### src/rtl/fft_pkg.sv
// Shared definitions for the SDF FFT pipeline: butterfly phase codes and
// twiddle ROM geometry for the 32-point transform.
package fft_pkg;

    typedef enum logic [1:0] {
        PH_IDLE    = 2'b00,
        PH_FIRST   = 2'b01,
        PH_SECOND  = 2'b10,
        PH_WAITING = 2'b11
    } phase_t;

    localparam int unsigned FFT_N_MAX = 32;
    localparam int unsigned TW_ADDR_W = 5;

endpackage

### src/rtl/fft_sdf_stage_ctrl.sv
// Sequencer for one radix-2 SDF FFT stage: butterfly phase, shift-register
// enable, twiddle index/address and result valid. Optional FFT_CTRL_FLUSH_EN.
module fft_sdf_stage_ctrl
    import fft_pkg::*;
#(
    parameter int unsigned N         = 32,
    parameter int unsigned LOG2N     = 5,
    parameter int unsigned TW_STRIDE = 1
) (
    input  logic                 clk,
    input  logic                 rst,
    input  logic                 in_valid,
    output logic [1:0]           state,
    output logic                 sr_en,
    output logic                 out_valid,
    output logic [LOG2N-2:0]     tw_idx,
    output logic [TW_ADDR_W-1:0] tw_addr,
    output logic                 frame_done,
    output logic                 err
);

    localparam int unsigned H  = N / 2;
    localparam int unsigned CW = LOG2N - 1;

    phase_t        phase;
    phase_t        phase_next;
    phase_t        state_ph;
    logic [CW-1:0] cnt;
    logic          cnt_last;
    logic          step;

`ifdef FFT_CTRL_FLUSH_EN
    logic [LOG2N-1:0] fill;
    logic [LOG2N-1:0] fill_next;

    // fill_next includes the current cycle so the final SECOND step sees a full count
    assign fill_next = fill + LOG2N'(in_valid);
`endif

    assign cnt_last = (cnt == CW'(H - 1));

    // IDLE shows WAITING as soon as the first sample arrives
    always_comb begin
        state_ph = phase;
        if (phase == PH_IDLE) begin
            state_ph = in_valid ? PH_WAITING : PH_IDLE;
        end
    end

    always_comb begin
        step = in_valid;
`ifdef FFT_CTRL_FLUSH_EN
        if (phase == PH_SECOND) begin
            step = 1'b1;
        end
`endif
    end

    always_comb begin
        phase_next = phase;
        unique case (phase)
            PH_WAITING: phase_next = PH_FIRST;
            PH_FIRST:   phase_next = PH_SECOND;
`ifdef FFT_CTRL_FLUSH_EN
            PH_SECOND:  phase_next = (fill_next == LOG2N'(H)) ? PH_FIRST : PH_IDLE;
`else
            PH_SECOND:  phase_next = PH_FIRST;
`endif
            default:    phase_next = PH_WAITING;
        endcase
    end

    always_ff @(posedge clk or posedge rst) begin
        if (rst) begin
            phase <= PH_IDLE;
            cnt   <= '0;
        end else if (step) begin
            if (phase == PH_IDLE) begin
                phase <= PH_WAITING;
                cnt   <= CW'(1);
            end else begin
                cnt <= cnt + CW'(1);
                if (cnt_last) begin
                    phase <= phase_next;
                end
            end
        end
    end

`ifdef FFT_CTRL_FLUSH_EN
    always_ff @(posedge clk or posedge rst) begin
        if (rst) begin
            fill <= '0;
        end else if (phase == PH_FIRST && step && cnt_last) begin
            fill <= '0;
        end else if (phase == PH_SECOND) begin
            fill <= fill_next;
        end
    end

    assign err = step && (phase == PH_SECOND) && cnt_last &&
                 (fill_next != '0) && (fill_next != LOG2N'(H));
`else
    assign err = 1'b0;
`endif

    assign state      = state_ph;
    assign sr_en      = step;
    assign out_valid  = step && (state_ph == PH_FIRST || state_ph == PH_SECOND);
    assign tw_idx     = (state_ph == PH_SECOND) ? cnt : '0;
    assign tw_addr    = TW_ADDR_W'(32'(tw_idx) * TW_STRIDE);
    assign frame_done = step && (state_ph == PH_SECOND) && cnt_last;

endmodule

### config.mk
export PLATFORM = sky130hd
export DESIGN_NAME = fft_sdf_stage_ctrl
export DESIGN_NICKNAME = d
export VERILOG_FILES = /design/src/rtl/fft_pkg.sv /design/src/rtl/fft_sdf_stage_ctrl.sv
export SDC_FILE = /design/constraint.sdc
export NUM_CORES = 1
export LEC_CHECK = 0
export ABC_AREA = 1
export BUFFER_PORTS_ARGS = -buffer_cell sky130_fd_sc_hd__buf_2
export CORE_AREA = 2 2 39 41
export CTS_CLUSTER_DIAMETER = 30
export DETAILED_ROUTE_END_ITERATION = 10
export DIE_AREA = 0 0 41 43
export HOLD_SLACK_MARGIN = 0.12
export PLACE_DENSITY = 0.72
export SLEW_MARGIN = 20
export SYNTH_ARGS = -nofsm -noshare
export SYNTH_HDL_FRONTEND = slang
export SYNTH_SLANG_ARGS = --single-unit
### constraint.sdc
create_clock -name clk -period 1.2 [get_ports clk]
set_clock_uncertainty 0.1 [all_clocks]
set_input_delay 0.06 -clock clk [delete_from_list [all_inputs] [get_ports clk]]
set_output_delay 0.06 -clock clk [all_outputs]
set_load 0.005 [all_outputs]
# Word level (Yosys, flattened, before mapping)

Cells that the tools add are included.
W data, S select, Z words.

$add $sub $neg: 1
$mul: 0
Div/mod/pow operators: 0
$lt $le $gt $ge: 0
Equal/unequal tests: 6
Shift-type cells: 0
Muxes and demuxes: 7
Bitwise gates (word level): 0
Reduce and logical (&&, ||, !) cells: 8

Operators by type and width:

| kind                  | count |
|---|---|
| $mux W2               | 4 |
| $mux W4               | 2 |
| $eq A2 B2 Y1 const B  | 3 |
| $add A4 B1 Y4 const B | 1 |
| $eq A2 B1 Y1 const B  | 2 |
| $eq A4 B4 Y1 const B  | 1 |
| $pmux W2 S2           | 1 |
| $logic_and A1 B1 Y1   | 3 |
| $logic_not A2 Y1      | 1 |
| $reduce_and A2 Y1     | 1 |
| $reduce_bool A2 Y1    | 1 |
| $reduce_or A2 Y1      | 1 |
| $logic_or A1 B1 Y1    | 1 |

Register bits after elaboration: 6
Latch bits: 0
Bits in writable memories: 0
Bits in read-only memories: 0
Input port bits: 3
Output and inout bits: 15
Word-level logic and storage cells: 24
Memories: 0

# Depth between registers and ports, before layout

Word-level depth: 5
Gate-level depth with buffers: 6
Gate-level depth less buffers: 6

# Worst setup path before layout

Ideal clock, no wire load.

Path type: flip-flop to flip-flop
Start: reg phase[0]
End: reg phase[0]
Library setup time: 0.118 ns
Data arrival time: 0.903 ns
Required time: 0.982 ns
Setup slack: 0.079 ns
Cell stages (with the launch flop): 6
Buffers on the path: 0
Period minus slack after synthesis: 1.121 ns
Cells stage by stage: dfrtp_1 -> inv_1 -> ha_1 -> nand2_1 -> nand3_1 -> nand2_1

Word-level cells in the longest chain between the ends: 5
Elaborated cells between the ends (all ways): 10
Those cells by class: 3 x eq/ne; 3 x mux; 4 x reduce/logical

RTL lines:

| what                       | RTL line                 | text |
|---|---|---|
| start, declared            | fft_sdf_stage_ctrl.sv:25 | `phase_t phase;` |
| start signal, assigned     | fft_sdf_stage_ctrl.sv:84 | `phase <= phase_next;` |
| $eq A2 B2 Y1               | fft_sdf_stage_ctrl.sv:61 | `unique case (phase)` |
| $reduce_or A2 Y1 (no line) | n/a                      |  |
| $pmux W2 S2                | fft_sdf_stage_ctrl.sv:61 |  |
| $mux W2                    | fft_sdf_stage_ctrl.sv:83 | `if (cnt_last) begin` |
| $mux W2                    | fft_sdf_stage_ctrl.sv:78 | `if (phase == PH_IDLE) begin` |

Parallel ways exist; a longest one is shown, timed or not. The select of a mux whose other input is x is not followed.
A chain may end at the register's enable or synchronous reset.

# Worst setup path in the final report

Start: reg phase[0]
End: out state[1]

Word-level cells in the longest chain between the ends: 2

RTL lines:

| what             | RTL line                 | text |
|---|---|---|
| $logic_not A2 Y1 | fft_sdf_stage_ctrl.sv:45 | `if (phase == PH_IDLE) begin` |
| $mux W2          | fft_sdf_stage_ctrl.sv:45 |  |
| end, declared    | fft_sdf_stage_ctrl.sv:13 | `output logic [1:0] state,` |

No other way between the ends.

==> out/results.tsv <==
stage	metric	value	unit
hold_path	Hold Path Cell Cnt	4	
logic_synthesis	EDFF count, synth	0	
floorplanning	initial cell density of the core	0.336	
critical_path	crit end category	output pin	
logic_synthesis	Yosys top cell area share	0.323	
global_routing	grt met2 use	0.200	
critical_path	FF-to-FF End	phase[0]	
critical_path	Critical Path Fanout Max	5	
logic_synthesis	Mapped Cells	66	
route	1st-iter DRT viols	7	
pwr	P_leak	0.413	nW
critical_path	Req. time, crit path	1.04	ns
final_layout	Antenna diodes	0	
pwr	P_sw	693	uW
floorplanning	# IOs	18	
logic_synthesis	Yosys reg bits	6	
critical_path	launching element type of the critical path	flip-flop	
critical_path	Worst R2R Path Depth	7	
final_layout	nets	97	
critical_path	Reg2Reg Setup Slack	-0.02	ns
clock_tree	clk buf depth	2	
logic_synthesis	sequential share of the synthesized area	0.323	
global_routing	GR Overflow Total	0	
clock_tree	CTS clk-pin slew, worst paths	0.05	ns
logic_synthesis	Avg Cell Area, Syn	7.05	um2
global_routing	global-route wire length before repair	1.52	mm
global_routing	pin count of the biggest net entering global routing	9	
timing	f_max	0.735	GHz
run	maxcap violations	0	
final_layout	# fillers	146	
route	first-pass iteration count of the detailed router	4	
logic_synthesis	top-count cell post-synth	nand2_1	
floorplanning	core area	1380	um2
floorplanning	# rows	14	
place	global placement routability congestion	0.879	
final_layout	layout cells sized above 1	0.489	
clock_tree	CTS Buf Count	3	
pwr	Int Pwr	983	uW
global_routing	met1 Usage GRT	0.158	
pwr	power per standard cell area	2410	nW/um2
pwr	Comb power frac	0.657	
logic_synthesis	Synth Warn #	0	
hold_path	hold endpoint	cnt[2]	
global_routing	Total GRT Usage	0.132	
floorplanning	Die X	41	um
hold_path	Worst Hold Class	input port to flip-flop	
clock_tree	H-tree Lvls	1	
timing	Final Max Slew Viols	0	
final_layout	final instance area	694	um2
clock_tree	latest clock arrival within the worst-skew pair	0.25	ns
pwr	sequential group share of total power	0.225	
pwr	peak supply drop	1.19	mV
global_routing	initial antenna violation count	0	
hold_path	Worst Hold Launch	in_valid	
global_routing	number of global-route vias before repair	377	
floorplanning	Die Ht	43	um
place	number of port buffers	15	
clock_tree	CTS tree	done	
final_layout	Layout Area Growth over Synthesis	49.2	%
place	Place WS	-0.0300	ns
route	total number of vias	458	
place	hpwl dp	672	um
critical_path	CP arrival	1.20	ns
timing	RSZ-0062 raised after global routing	yes	
logic_synthesis	Async S/R FF share, synth	1.00	
final_layout	Multi-input gate area	274	um2
outcome	status	complete, but fails checks	
route	Total Wirelength	1.04	mm
timing	fin crit share	1.13	
global_routing	GR Util met3	0.0314	
route	Via density	4.40	
timing	final setup vio count	16	
logic_synthesis	Post-synth top cells	17 x nand2_1, 12 x inv_1, 8 x buf_4	
clock_tree	Root Driver	clkbuf_4	
clock_tree	CTS sink cnt	6	
outcome	failing checks	negative setup slack	
floorplanning	DIE AREA	1760	um2
route	WL/cell	10.0	um
critical_path	Worst R2R Start	phase[0]	
critical_path	WS Path Type	flip-flop to output pin	
place	Post-DP Area	534	um2
timing	Tmin final	1.36	ns
logic_synthesis	cell taking the most area after synthesis	dfrtp_1	
global_routing	Most Crowded Layer GR	met2	
route	Final ANT Viol Nets	0	
logic_synthesis	Main synth FF type	dfrtp_1	
final_layout	register area	150	um2
timing	final worst slack	-0.161	ns
pwr	Clock power frac	0.118	
logic_synthesis	number of distinct library cells after synthesis	13	
logic_synthesis	ranking of synthesized cells by area	dfrtp_1 32%, nand2_1 14%, buf_4 13%	
route	DRC viols	0	
pwr	sw frac	0.413	
timing	Final Hold Viols	0	
logic_synthesis	synthesized area	465	um2
==> metrics by stage <==
step / hold slack [ns] / util / power (mW) / std cells / setup TNS (ns)
floorplan: -0.249 / - / 0.824 / 67 / 0
detailed placement: -0.110 / 0.386 / 1.07 / 94 / -0.0675
CTS: 0.104 / 0.463 / 1.48 / 101 / -1.32
finish: 0.142 / 0.502 / 1.68 / 104 / -1.68
global route: 0.186 / 0.502 / 1.82 / 104 / -2.46
global placement: -0.113 / 0.386 / 1.07 / 94 / 0
==> repair_timing <==
item | CTS | global route
pin swaps | 6 | 2
endpoints found under the hold margin | 10 | 0
hold buffers | 2 | 0
resized for setup | 14 | 10
endpoints found under the setup margin | 14 | 15
setup buffers | 3 | 3
==> registers in the layout (all words and copies together) (netlist names) <==
signal and count:
phase 2, cnt 4
==> critical path, cell delays in order, from the launching register on <==
cell and delay [ns]:
dfrtp_1 0.38, inv_2 0.12, ha_4 0.19, nand2_4 0.08, o21ai_2 0.06, buf_2 0.12
==> logic make-up after synthesis <==
family          after synthesis  share of synthesized area
flops                         6                      0.323
compound gates                4                     0.0430
fa+ha+maj                     4                      0.108
xor+xnor                      1                     0.0188
simple gates                 30                      0.274
other cells                   1                    0.00806
buf+inv                      20                      0.226
==> area by class of cell <==
class	instances	area share
inverter	12	0.0649
tap	16	0.0288
multi-input combinational	41	0.395
clock buffer	3	0.0324
timing repair buffer	26	0.263
sequential	6	0.216
==> power groups by stage <==
| stage | logic (mW) | registers [mW] | clock network, mW |
|---|---|---|---|
| 2_1_floorplan | 0.445 | 0.378 | 0 |
| 3_3_place_gp | 0.702 | 0.365 | 0 |
| 3_5_place_dp | 0.701 | 0.369 | 0 |
| 4_1_cts | 0.914 | 0.375 | 0.190 |
| 5_1_grt | 1.23 | 0.386 | 0.206 |
| 6_report | 1.10 | 0.377 | 0.198 |
==> cell usage in the layout, fill, tap and decap left out <==
master	instances
nor2_1	3
nand3_1	6
dlygate4sd3_1	2
conb_1	2
inv_2	5
dfrtp_1	6
buf_4	7
nor2_2	2
ha_4	3
o21ai_2	2
inv_1	7
nand4_1	1
nand2_4	1
buf_6	4
buf_2	13
o21ai_0	2
nand2_1	14
clkbuf_4	3
nand2_2	3
ha_1	1
xor2_1	1
==> worst max path at each step <==
stage / start / endpoint / slack [ns] / cells after the start
finish: phase[0] / state[1] / -0.16 / 5
global route: phase[0] / state[1] / -0.20 / 5
CTS: phase[0] / frame_done / -0.13 / 5
detailed placement: phase[0] / phase[0] / -0.03 / 5
global placement: phase[0] / phase[0] / 0.009 / 5
floorplan: phase[0] / phase[0] / 0.08 / 5
==> metal layers <==
metal / wire [um] / share of wire
met5: 0 / 0
met1: 431 / 0.41
met2: 533 / 0.51
met4: 17 / 0.016
met3: 62 / 0.059
Power figures use the tool's default switching activity.
